File: config.mk
export PLATFORM = sky130hd
export DESIGN_NAME = cdma_engine_flat
export DESIGN_NICKNAME = d
export VERILOG_FILES = /design/src/rtl/cdma_pkg.sv /design/src/rtl/cdma_if.sv /design/src/rtl/cdma_wb_timer.sv /design/src/rtl/cdma_engine.sv /design/src/flat_wrapper.sv
export SDC_FILE = /design/constraint.sdc
export NUM_CORES = 1
export LEC_CHECK = 0
export BUFFER_PORTS_ARGS = -buffer_cell sky130_fd_sc_hd__clkbuf_2
export CAP_MARGIN = 30
export CORE_ASPECT_RATIO = 2
export CORE_MARGIN = 2
export CORE_UTILIZATION = 50
export CTS_BUF_LIST = sky130_fd_sc_hd__clkbuf_2 sky130_fd_sc_hd__clkbuf_4 sky130_fd_sc_hd__clkbuf_8
export DETAILED_ROUTE_END_ITERATION = 8
export HOLD_SLACK_MARGIN = 0.02
export PLACE_DENSITY = 0.86
export SYNTH_ARGS = -nofsm -noshare
export SYNTH_HDL_FRONTEND = slang
export SYNTH_SLANG_ARGS = --single-unit
File: constraint.sdc
create_clock -name clk -period 6.1 [get_ports clk]
set_input_delay 1.22 -clock clk [delete_from_list [all_inputs] [get_ports clk]]
set_output_delay 1.22 -clock clk [all_outputs]
set_load 0.05 [all_outputs]
File: src/rtl/cdma_pkg.sv
// Shared definitions for the single-channel byte DMA engine.
// State encoding, transfer direction constants and a small helper.
package cdma_pkg;

  localparam logic [2:0] ST_IDLE   = 3'd0;
  localparam logic [2:0] ST_RD_BUS = 3'd1;
  localparam logic [2:0] ST_WR_SPM = 3'd2;
  localparam logic [2:0] ST_RD_SPM = 3'd3;
  localparam logic [2:0] ST_WR_BUS = 3'd4;
  localparam logic [2:0] ST_DONE   = 3'd5;

  localparam logic DIR_BUS2SPM = 1'b0;
  localparam logic DIR_SPM2BUS = 1'b1;

  // First state of every byte: the read side of the move.
  function automatic logic [2:0] first_st(input logic d);
    logic [2:0] s;
    s = ST_IDLE;
    unique case (d)
      DIR_BUS2SPM: s = ST_RD_BUS;
      DIR_SPM2BUS: s = ST_RD_SPM;
    endcase
    return s;
  endfunction

endpackage

File: src/rtl/cdma_if.sv
// Control, scratchpad cDMA and Wishbone master signals of the DMA engine.
// master = engine side, slave = CPU/scratchpad/bus environment side.
interface cdma_if #(
  parameter int BUS_AWID = 16,
  parameter int SPM_AWID = 10,
  parameter int LEN_W    = 16
);

  logic                start;
  logic                dir;
  logic [BUS_AWID-1:0] bus_addr;
  logic [SPM_AWID-1:0] spm_addr;
  logic [LEN_W-1:0]    xfer_len;
  logic                abort;
  logic                busy;
  logic                done;
  logic                err;

  logic                dma_req;
  logic [SPM_AWID-1:0] dmaaddr;
  logic                we;
  logic [7:0]          spm_wdat;
  logic [7:0]          spm_rdat;

  logic [BUS_AWID-1:0] WB_ADRo;
  logic [7:0]          WB_DATo;
  logic [7:0]          WB_DATi;
  logic                WB_WEo;
  logic                WB_CYCo;
  logic                WB_STBo;
  logic                WB_ACKi;

  modport master (
    input  start, dir, bus_addr, spm_addr,
    input  xfer_len, abort,
    output busy, done, err,
    output dma_req, dmaaddr, we, spm_wdat,
    input  spm_rdat,
    output WB_ADRo, WB_DATo, WB_WEo,
    output WB_CYCo, WB_STBo,
    input  WB_DATi, WB_ACKi
  );

  modport slave (
    output start, dir, bus_addr, spm_addr,
    output xfer_len, abort,
    input  busy, done, err,
    input  dma_req, dmaaddr, we, spm_wdat,
    output spm_rdat,
    input  WB_ADRo, WB_DATo, WB_WEo,
    input  WB_CYCo, WB_STBo,
    output WB_DATi, WB_ACKi
  );

endinterface

File: src/rtl/cdma_wb_timer.sv
// Wishbone ack watchdog: up-counter with clear and enable.
// expired flags the cycle whose missing ack makes TIMEOUT_CYC.
module cdma_wb_timer #(
  parameter int TIMEOUT_CYC = 255
) (
  input  logic clk,
  input  logic rst,
  input  logic clr,
  input  logic en,
  output logic expired
);

  localparam int TW = $clog2(TIMEOUT_CYC + 1);
  localparam logic [TW-1:0] LAST = TW'(TIMEOUT_CYC - 1);

  logic [TW-1:0] cnt_q, cnt_d;

  assign expired = en && (cnt_q == LAST);

  always_comb begin
    cnt_d = cnt_q;
    if (clr) begin
      cnt_d = '0;
    end else if (en && !expired) begin
      cnt_d = cnt_q + 1'b1;
    end
  end

  always_ff @(posedge clk or posedge rst) begin
    if (rst) begin
      cnt_q <= '0;
    end else begin
      cnt_q <= cnt_d;
    end
  end

endmodule

File: src/rtl/cdma_engine.sv
// Single-channel byte DMA between the Wishbone bus and the scratchpad.
// Outputs decode from state and registers only; acks steer next state.
module cdma_engine
  import cdma_pkg::*;
#(
  parameter int SPM_DEPTH   = 1024,
  parameter int SPM_AWID    = $clog2(SPM_DEPTH),
  parameter int BUS_AWID    = 16,
  parameter int LEN_W       = 16,
  parameter int TIMEOUT_CYC = 255
) (
  input logic   clk,
  input logic   rst,
  cdma_if.master io
);

  localparam logic [SPM_AWID-1:0] SPM_LAST =
    SPM_AWID'(SPM_DEPTH - 1);

  logic [2:0]          state_q, state_d;
  logic [BUS_AWID-1:0] baddr_q, baddr_d;
  logic [SPM_AWID-1:0] saddr_q, saddr_d;
  logic [LEN_W-1:0]    cnt_q, cnt_d;
  logic [7:0]          data_q, data_d;
  logic                dir_q, dir_d;
  logic                err_q, err_d;
  logic                ph_q, ph_d;

  logic st_bus;
  logic st_spm;
  logic wr_spm;
  logic wr_bus;
  logic active;
  logic complete;
  logic tmr_clr;
  logic tmr_en;
  logic tmr_exp;

  assign st_bus = (state_q == ST_RD_BUS) ||
                  (state_q == ST_WR_BUS);
  assign st_spm = (state_q == ST_RD_SPM) ||
                  (state_q == ST_WR_SPM);
  assign wr_spm = (state_q == ST_WR_SPM);
  assign wr_bus = (state_q == ST_WR_BUS);
  assign active = (state_q != ST_IDLE) &&
                  (state_q != ST_DONE);

  // Counter sits at zero outside bus states, so entry starts it clean.
  assign tmr_clr = !st_bus;
  assign tmr_en  = st_bus && !io.WB_ACKi;

  cdma_wb_timer #(
    .TIMEOUT_CYC(TIMEOUT_CYC)
  ) u_timer (
    .clk    (clk),
    .rst    (rst),
    .clr    (tmr_clr),
    .en     (tmr_en),
    .expired(tmr_exp)
  );

  always_comb begin
    state_d  = state_q;
    baddr_d  = baddr_q;
    saddr_d  = saddr_q;
    cnt_d    = cnt_q;
    data_d   = data_q;
    dir_d    = dir_q;
    err_d    = err_q;
    ph_d     = ph_q;
    complete = 1'b0;

    unique case (state_q)
      ST_IDLE: begin
        if (io.start) begin
          baddr_d = io.bus_addr;
          saddr_d = io.spm_addr;
          cnt_d   = io.xfer_len;
          dir_d   = io.dir;
          err_d   = 1'b0;
          if (io.xfer_len == '0) begin
            state_d = ST_DONE;
          end else begin
            state_d = first_st(io.dir);
          end
        end
      end
      ST_RD_BUS: begin
        if (io.WB_ACKi) begin
          data_d  = io.WB_DATi;
          state_d = ST_WR_SPM;
        end else if (tmr_exp) begin
          err_d   = 1'b1;
          state_d = ST_DONE;
        end
      end
      ST_WR_SPM: begin
        complete = 1'b1;
      end
      ST_RD_SPM: begin
        // Phase 0 presents the address, phase 1 takes registered data.
        if (!ph_q) begin
          ph_d = 1'b1;
        end else begin
          ph_d    = 1'b0;
          data_d  = io.spm_rdat;
          state_d = ST_WR_BUS;
        end
      end
      ST_WR_BUS: begin
        if (io.WB_ACKi) begin
          complete = 1'b1;
        end else if (tmr_exp) begin
          err_d   = 1'b1;
          state_d = ST_DONE;
        end
      end
      ST_DONE: begin
        state_d = ST_IDLE;
      end
      default: begin
        state_d = ST_IDLE;
      end
    endcase

    if (complete) begin
      baddr_d = baddr_q + 1'b1;
      saddr_d = (saddr_q == SPM_LAST) ? '0 : saddr_q + 1'b1;
      cnt_d   = cnt_q - 1'b1;
      if (cnt_q == LEN_W'(1)) begin
        state_d = ST_DONE;
      end else begin
        state_d = first_st(dir_q);
      end
    end

    // Abort overrides the next state but keeps a completed byte.
    if (io.abort && active) begin
      state_d = ST_DONE;
      err_d   = 1'b1;
      ph_d    = 1'b0;
    end
  end

  always_ff @(posedge clk or posedge rst) begin
    if (rst) begin
      state_q <= ST_IDLE;
      baddr_q <= '0;
      saddr_q <= '0;
      cnt_q   <= '0;
      data_q  <= '0;
      dir_q   <= 1'b0;
      err_q   <= 1'b0;
      ph_q    <= 1'b0;
    end else begin
      state_q <= state_d;
      baddr_q <= baddr_d;
      saddr_q <= saddr_d;
      cnt_q   <= cnt_d;
      data_q  <= data_d;
      dir_q   <= dir_d;
      err_q   <= err_d;
      ph_q    <= ph_d;
    end
  end

  assign io.busy     = active;
  assign io.done     = (state_q == ST_DONE);
  assign io.err      = err_q;

  assign io.dma_req  = st_spm;
  assign io.we       = wr_spm;
  assign io.dmaaddr  = st_spm ? saddr_q : '0;
  assign io.spm_wdat = wr_spm ? data_q : '0;

  assign io.WB_CYCo  = st_bus;
  assign io.WB_STBo  = st_bus;
  assign io.WB_WEo   = wr_bus;
  assign io.WB_ADRo  = st_bus ? baddr_q : '0;
  assign io.WB_DATo  = wr_bus ? data_q : '0;

endmodule

File: src/flat_wrapper.sv
// flat-port wrapper written by rule: the top's interface ports become plain ports
module cdma_engine_flat import cdma_pkg::*;
#(
  parameter int SPM_DEPTH   = 1024,
  parameter int SPM_AWID    = $clog2(SPM_DEPTH),
  parameter int BUS_AWID    = 16,
  parameter int LEN_W       = 16,
  parameter int TIMEOUT_CYC = 255
)
  (clk, rst, io_start, io_dir, io_bus_addr, io_spm_addr, io_xfer_len, io_abort, io_busy, io_done, io_err, io_dma_req, io_dmaaddr, io_we, io_spm_wdat, io_spm_rdat, io_WB_ADRo, io_WB_DATo, io_WB_WEo, io_WB_CYCo, io_WB_STBo, io_WB_DATi, io_WB_ACKi);
  cdma_if #(.BUS_AWID(BUS_AWID), .SPM_AWID(SPM_AWID), .LEN_W(LEN_W)) io_i ();
  input logic clk;
  input logic rst;
  input wire logic [$bits(io_i.start)-1:0] io_start;
  input wire logic [$bits(io_i.dir)-1:0] io_dir;
  input wire logic [$bits(io_i.bus_addr)-1:0] io_bus_addr;
  input wire logic [$bits(io_i.spm_addr)-1:0] io_spm_addr;
  input wire logic [$bits(io_i.xfer_len)-1:0] io_xfer_len;
  input wire logic [$bits(io_i.abort)-1:0] io_abort;
  output wire logic [$bits(io_i.busy)-1:0] io_busy;
  output wire logic [$bits(io_i.done)-1:0] io_done;
  output wire logic [$bits(io_i.err)-1:0] io_err;
  output wire logic [$bits(io_i.dma_req)-1:0] io_dma_req;
  output wire logic [$bits(io_i.dmaaddr)-1:0] io_dmaaddr;
  output wire logic [$bits(io_i.we)-1:0] io_we;
  output wire logic [$bits(io_i.spm_wdat)-1:0] io_spm_wdat;
  input wire logic [$bits(io_i.spm_rdat)-1:0] io_spm_rdat;
  output wire logic [$bits(io_i.WB_ADRo)-1:0] io_WB_ADRo;
  output wire logic [$bits(io_i.WB_DATo)-1:0] io_WB_DATo;
  output wire logic [$bits(io_i.WB_WEo)-1:0] io_WB_WEo;
  output wire logic [$bits(io_i.WB_CYCo)-1:0] io_WB_CYCo;
  output wire logic [$bits(io_i.WB_STBo)-1:0] io_WB_STBo;
  input wire logic [$bits(io_i.WB_DATi)-1:0] io_WB_DATi;
  input wire logic [$bits(io_i.WB_ACKi)-1:0] io_WB_ACKi;
  assign io_i.start = io_start;
  assign io_i.dir = io_dir;
  assign io_i.bus_addr = io_bus_addr;
  assign io_i.spm_addr = io_spm_addr;
  assign io_i.xfer_len = io_xfer_len;
  assign io_i.abort = io_abort;
  assign io_busy = io_i.busy;
  assign io_done = io_i.done;
  assign io_err = io_i.err;
  assign io_dma_req = io_i.dma_req;
  assign io_dmaaddr = io_i.dmaaddr;
  assign io_we = io_i.we;
  assign io_spm_wdat = io_i.spm_wdat;
  assign io_i.spm_rdat = io_spm_rdat;
  assign io_WB_ADRo = io_i.WB_ADRo;
  assign io_WB_DATo = io_i.WB_DATo;
  assign io_WB_WEo = io_i.WB_WEo;
  assign io_WB_CYCo = io_i.WB_CYCo;
  assign io_WB_STBo = io_i.WB_STBo;
  assign io_i.WB_DATi = io_WB_DATi;
  assign io_i.WB_ACKi = io_WB_ACKi;
  cdma_engine #(.SPM_DEPTH(SPM_DEPTH), .SPM_AWID(SPM_AWID), .BUS_AWID(BUS_AWID), .LEN_W(LEN_W), .TIMEOUT_CYC(TIMEOUT_CYC)) u_core (.clk(clk), .rst(rst), .io(io_i));
endmodule
* Word-level counts from Yosys, hierarchy flattened *
Cells that the tools add are included.

operators by class
  add/subtract/negate cells = 4
  eq/ne operators = 19
  muxes and demuxes = 41
  bitwise logic cells = 2
  reduce and logical (&&, ||, !) cells = 23

operator list
  kind                                                   count
  two-way mux 16 bit                                     7
  two-way mux 10 bit                                     5
  two-way mux 8 bit                                      6
  two-way mux 3 bit                                      9
  adder 16 x 1 -> 16 bit (second input constant)         1
  equality test 16 x 1 -> 1 bit (second input constant)  1
  logical NOT 16 bit                                     1
  one-hot mux 8 bit (2 select lines)                     1
  subtractor 16 x 1 -> 16 bit (second input constant)    1
  one-hot mux 3 bit (5 select lines)                     1
  one-hot mux 3 bit (2 select lines)                     2
  adder 10 x 1 -> 10 bit (second input constant)         1
  equality test 10 bit (second input constant)           1
  adder 8 x 1 -> 8 bit (second input constant)           1
  equality test 8 bit (second input constant)            1
  two-way mux 1 bit                                      8
  != test 4 x 2 -> 1 bit (second input constant)         2
  AND reduction 4 bit                                    2
  nonzero test 2 bit                                     4
  equality test 3 x 2 -> 1 bit (second input constant)   2
  equality test 3 bit (second input constant)            2
  != test 3 x 2 -> 1 bit (second input constant)         2
  != test 3 bit (second input constant)                  2
  nonzero test 3 bit                                     2
  14 further kinds                                       24

storage, ports and cells
  bits in registers = 64
  input port bits = 64
  logic and storage cells = 98

* Logic depth before layout (Yosys ltp) *
  word-level depth = 9
  depth in mapped cells = 7
  depth with buffers taken out = 6

* Hierarchy *
A second synthesis with hierarchy kept.

second synthesis, totals
  cells, all modules = 454
  area total of the unflattened synthesis = 3980.1 µm²

by module, submodules not included
  module         instances  cells an instance  area each (µm²)
  cdma_engine    1          404                3480.8
  cdma_wb_timer  1          50                 499.2

* Least setup slack after synthesis *
Ideal clock, no wire load.

  path kind = reg-to-output
  start point = register u_core.state_q[0]
  end point = output port io_WB_DATo[0]
  arrival = 2.672 ns
  required time = 4.880 ns
  path slack = 2.208 ns
  stages on the path, launching flop included = 5
  cells stage by stage = dfrtp_1 -> buf_2 -> clkbuf_1 -> nor3_1 -> and2_1

between the ends
  longest elaborated chain between the ends = 2

ends and longest elaborated chain
  item                    RTL line            source
  start, declared         cdma_engine.sv:20   logic [2:0] state_q, state_d;
  start signal, assigned  cdma_engine.sv:156  state_q <= state_d;
  equality test 3 bit     cdma_engine.sv:44   assign wr_bus = (state_q == ST_WR_BUS);
  via io_WB_WEo           flat_wrapper.sv:30  output wire logic [$bits(io_i.WB_WEo)-1:0] io_WB_WEo;
  two-way mux 8 bit       cdma_engine.sv:180  assign io.WB_DATo = wr_bus ? data_q : '0;
  end, declared           flat_wrapper.sv:29  output wire logic [$bits(io_i.WB_DATo)-1:0] io_WB_DATo;

The timed path passes the listed nets, and every way through them passes these cells.

* Worst setup path in the final report *
  start point = register u_core.state_q[1]
  end point = output port io_spm_wdat[1]

between the ends
  longest elaborated chain between the ends = 2

ends and longest elaborated chain
  item                          RTL line            source
  equality test 3 x 2 -> 1 bit  cdma_engine.sv:43   assign wr_spm = (state_q == ST_WR_SPM);
  two-way mux 8 bit             cdma_engine.sv:174  assign io.spm_wdat = wr_spm ? data_q : '0;
  end, declared                 flat_wrapper.sv:26  output wire logic [$bits(io_i.spm_wdat)-1:0] io_spm_wdat;

No other way between the ends.

==> results.md <==
- Status: completed
- Synthesized flop and latch total: 64
- Setup bufs post-CTS: 0
- Number of CTS-inserted buffers: 9
- Mapped Area: 4040 um^2
- Vias in the first global route: 4057
- WL final: 11.9 mm
- Core area: 7890 um^2
- WP data arrival: 2.64 ns
- Data required time of the worst path: 4.88 ns
- M1 wire length: 4.21 mm
- Int Pwr: 1.20 mW
- Die area: 8850 um^2
- Mapped Cells: 473
- Pwr dens: 548 nW/um^2
- Clock Power Share: 0.121
- CTS H-tree depth: 3
- DR vias: 4256
- ANT nets after route: 0
- Syn. warnings: 0
- RD Place Congestion: 0.889
- Max FO, Critical Path: 29
- Clk slew on worst S/H paths: 0.07 ns
- Post-Syn Area per Cell: 8.53 um^2
- Largest net degree at the start of global routing: 65
- Uppermost layer routed: met4
- P_sw: 1.44 mW
- FILL cells: 674
- Worst setup SP type: register
- Sequential share of power: 0.316
- DPL Wire Length: 8.86 mm
- Setup violations, final: 0
- Critical-path cell list: or3b_1 > inv_1 > and2_1 > clkbuf_2
- Rows: 46
- Chip Height: 131 um
- Sequential fraction of the synthesis area: 0.397
- Clock Latency Late Sink: 0.35 ns
- CP delay by family, top: flip-flops
- Peak supply drop: 0.467 mV
- CP max-delay cell: dfrtp_1
- TritonRoute pass-1 iters: 5
- CP Buf/Inv Count: 2
- Initial Util: 0.512
- Crit. End Element: output pin
- Routed wl met2: 6.38 mm
- Post-synth cell types: 62
- Fin area: 4810 um^2
- Hold-fix buffers at CTS: 0
- WHS: 0.492 ns
- Area leader, netlist: dfrtp_1
- First-pass GRT wire length: 19.1 mm
- Total Negative Setup Slacks: 0 ns
- Commonest non-fill, non-tap cell in the layout: clkbuf_2
- DR vias/cell: 6.36
- Ys async rst share: 1.00
- Layout cells sized above 1: 0.243
- Synth-to-layout area growth: 19.3%
- Max Freq: 259 MHz
- Io pins: 114
- Met3 wire len: 789 um
- Worst min path class: reg -> reg
- RSZ-0062 raised after global routing: no
- # nets final: 641
- Slew @ Worst Pin: 0.989 ns
- Sink Count: 64
- Critical path type: reg -> out
- Hold Fails Final Rpt: 0
- Post-route clock period utilization: 0.633
- Leading post-synthesis cells by cell area: dfrtp_1 40%, nand2_1 4.7%, and2_1 3.9%
- CTS root buffer: clkbuf_8
- Post-synth EDFFs: 0
- Syn nets: 543
- Sw Ratio: 0.546
- Worst Clk Skew: 0.00429 ns
- Share of the synthesized area in the top cell type: 0.397
- Ys flop type: dfrtp_1
- Maximum root-to-sink buffer count: 2
- Min cycle time layout: 3.86 ns
- WL per Instance: 17.8 um
- Max Cap Violations: 0
- Port bufs: 113
- Slew headroom: 0.338
- Die Wd: 67.5 um
- Post-CTS sizing: 0
- Logic pwr share: 0.562
- Post-DP Area: 4650 um^2
- Placed insts: 656
- Most frequent cells in the layout: 113 x clkbuf_2, 64 x dfrtp_1, 51 x nand2_1
- Critical path's largest stage delay: 0.89 ns
- LEAKAGE: 2.23 nW
- All-Layer GR Usage: 0.286
- Initial antenna violation count: 0
- Total grt overflow: 0
- Ant. Diodes: 0
- Initial drt markers: 359
- Remaining DRCs: 0
- Max Slew Vio Count: 0
- Non-Filler Instances: 669
- CTS tree: done
-- flip-flops by register name, summed over array words and instances, names as in the netlist, 3 cells and up --
| register | cells |
|---|---|
| u_core.saddr_q | 10 |
| u_core.state_q | 3 |
| u_core.u_timer.cnt_q | 8 |
| u_core.cnt_q | 16 |
| u_core.data_q | 8 |
| u_core.baddr_q | 16 |
-- worst paths after layout --
kind | from | end | slack [ns] | cells past startpoint
min reg2reg | u_core.dir_q | u_core.dir_q | 0.49 | 2
max | u_core.state_q[1] | io_spm_wdat[1] | 2.24 | 4
max in group asynchronous | rst | u_core.cnt_q[9] | 4.48 | 3
min | u_core.dir_q | u_core.dir_q | 0.49 | 2
min in group asynchronous | rst | u_core.u_timer.cnt_q[3] | 1.08 | 3
max reg2reg | u_core.state_q[1] | u_core.saddr_q[8] | 3.13 | 5
-- through the flow --
step | worst slack, ns | power, mW | utilization
2_1_floorplan | 2.21 | 1.93 | -
5_1_grt | 2.09 | 2.80 | 0.610
6_report | 2.24 | 2.64 | 0.610
4_1_cts | 2.26 | 2.63 | 0.610
3_3_place_gp | 2.74 | 2.24 | 0.586
3_5_place_dp | 2.66 | 2.30 | 0.590
-- power by group through the flow --
stage	Clock, mW	Combinational, mW	Sequential [mW]
6_report	0.320	1.48	0.835
5_1_grt	0.345	1.59	0.867
4_1_cts	0.325	1.48	0.827
3_5_place_dp	0	1.47	0.832
3_3_place_gp	0	1.42	0.817
2_1_floorplan	0	1.20	0.736
-- synth_stat cells, drive strengths merged (17+ instances only) --
master	count
a21oi	19
nor2	29
clkbuf	19
dfrtp	64
and3	17
and2	25
nor3	24
o21ai	24
nand2	51
inv	19
o211ai	20
nand3	23
-- area by class of cell --
type	count	area (um^2)	share of cell area
Tap cell	96	120	0.0250
Sequential cell	64	1600	0.333
Clock buffer	12	159	0.0330
Inverter	19	71.3	0.0148
Clock inverter	1	5.00	0.00104
Multi-Input combinational cell	361	2250	0.467
Timing Repair Buffer	116	608	0.126
-- cell families after synthesis --
kind of cell,Yosys count,synth area share
buf+inv,48,0.0481
mux,12,0.0298
compound gates,129,0.225
flops,64,0.397
simple gates,211,0.275
fa+ha+maj,6,0.0186
xor+xnor,3,0.00651
-- worst register-to-register path, delay by kind of cell (launching register included) --
| family | cells | cell delay (ns) |
|---|---|---|
| AND/OR/NAND/NOR | 3 | 1.44 |
| flip-flops | 1 | 0.89 |
| buffers and inverters | 1 | 0.40 |
| AO/OA/AOI/OAI | 1 | 0.13 |
-- layer usage --
| layer | vias to the layer above | track usage |
|---|---|---|
| met5 | - | 0 |
| met4 | 0 | 0.157 |
| met3 | 46 | 0.0531 |
| met2 | 211 | 0.501 |
| met1 | 2029 | 0.316 |
| li1 | 1970 | - |
Power figures use the tool's default switching activity.
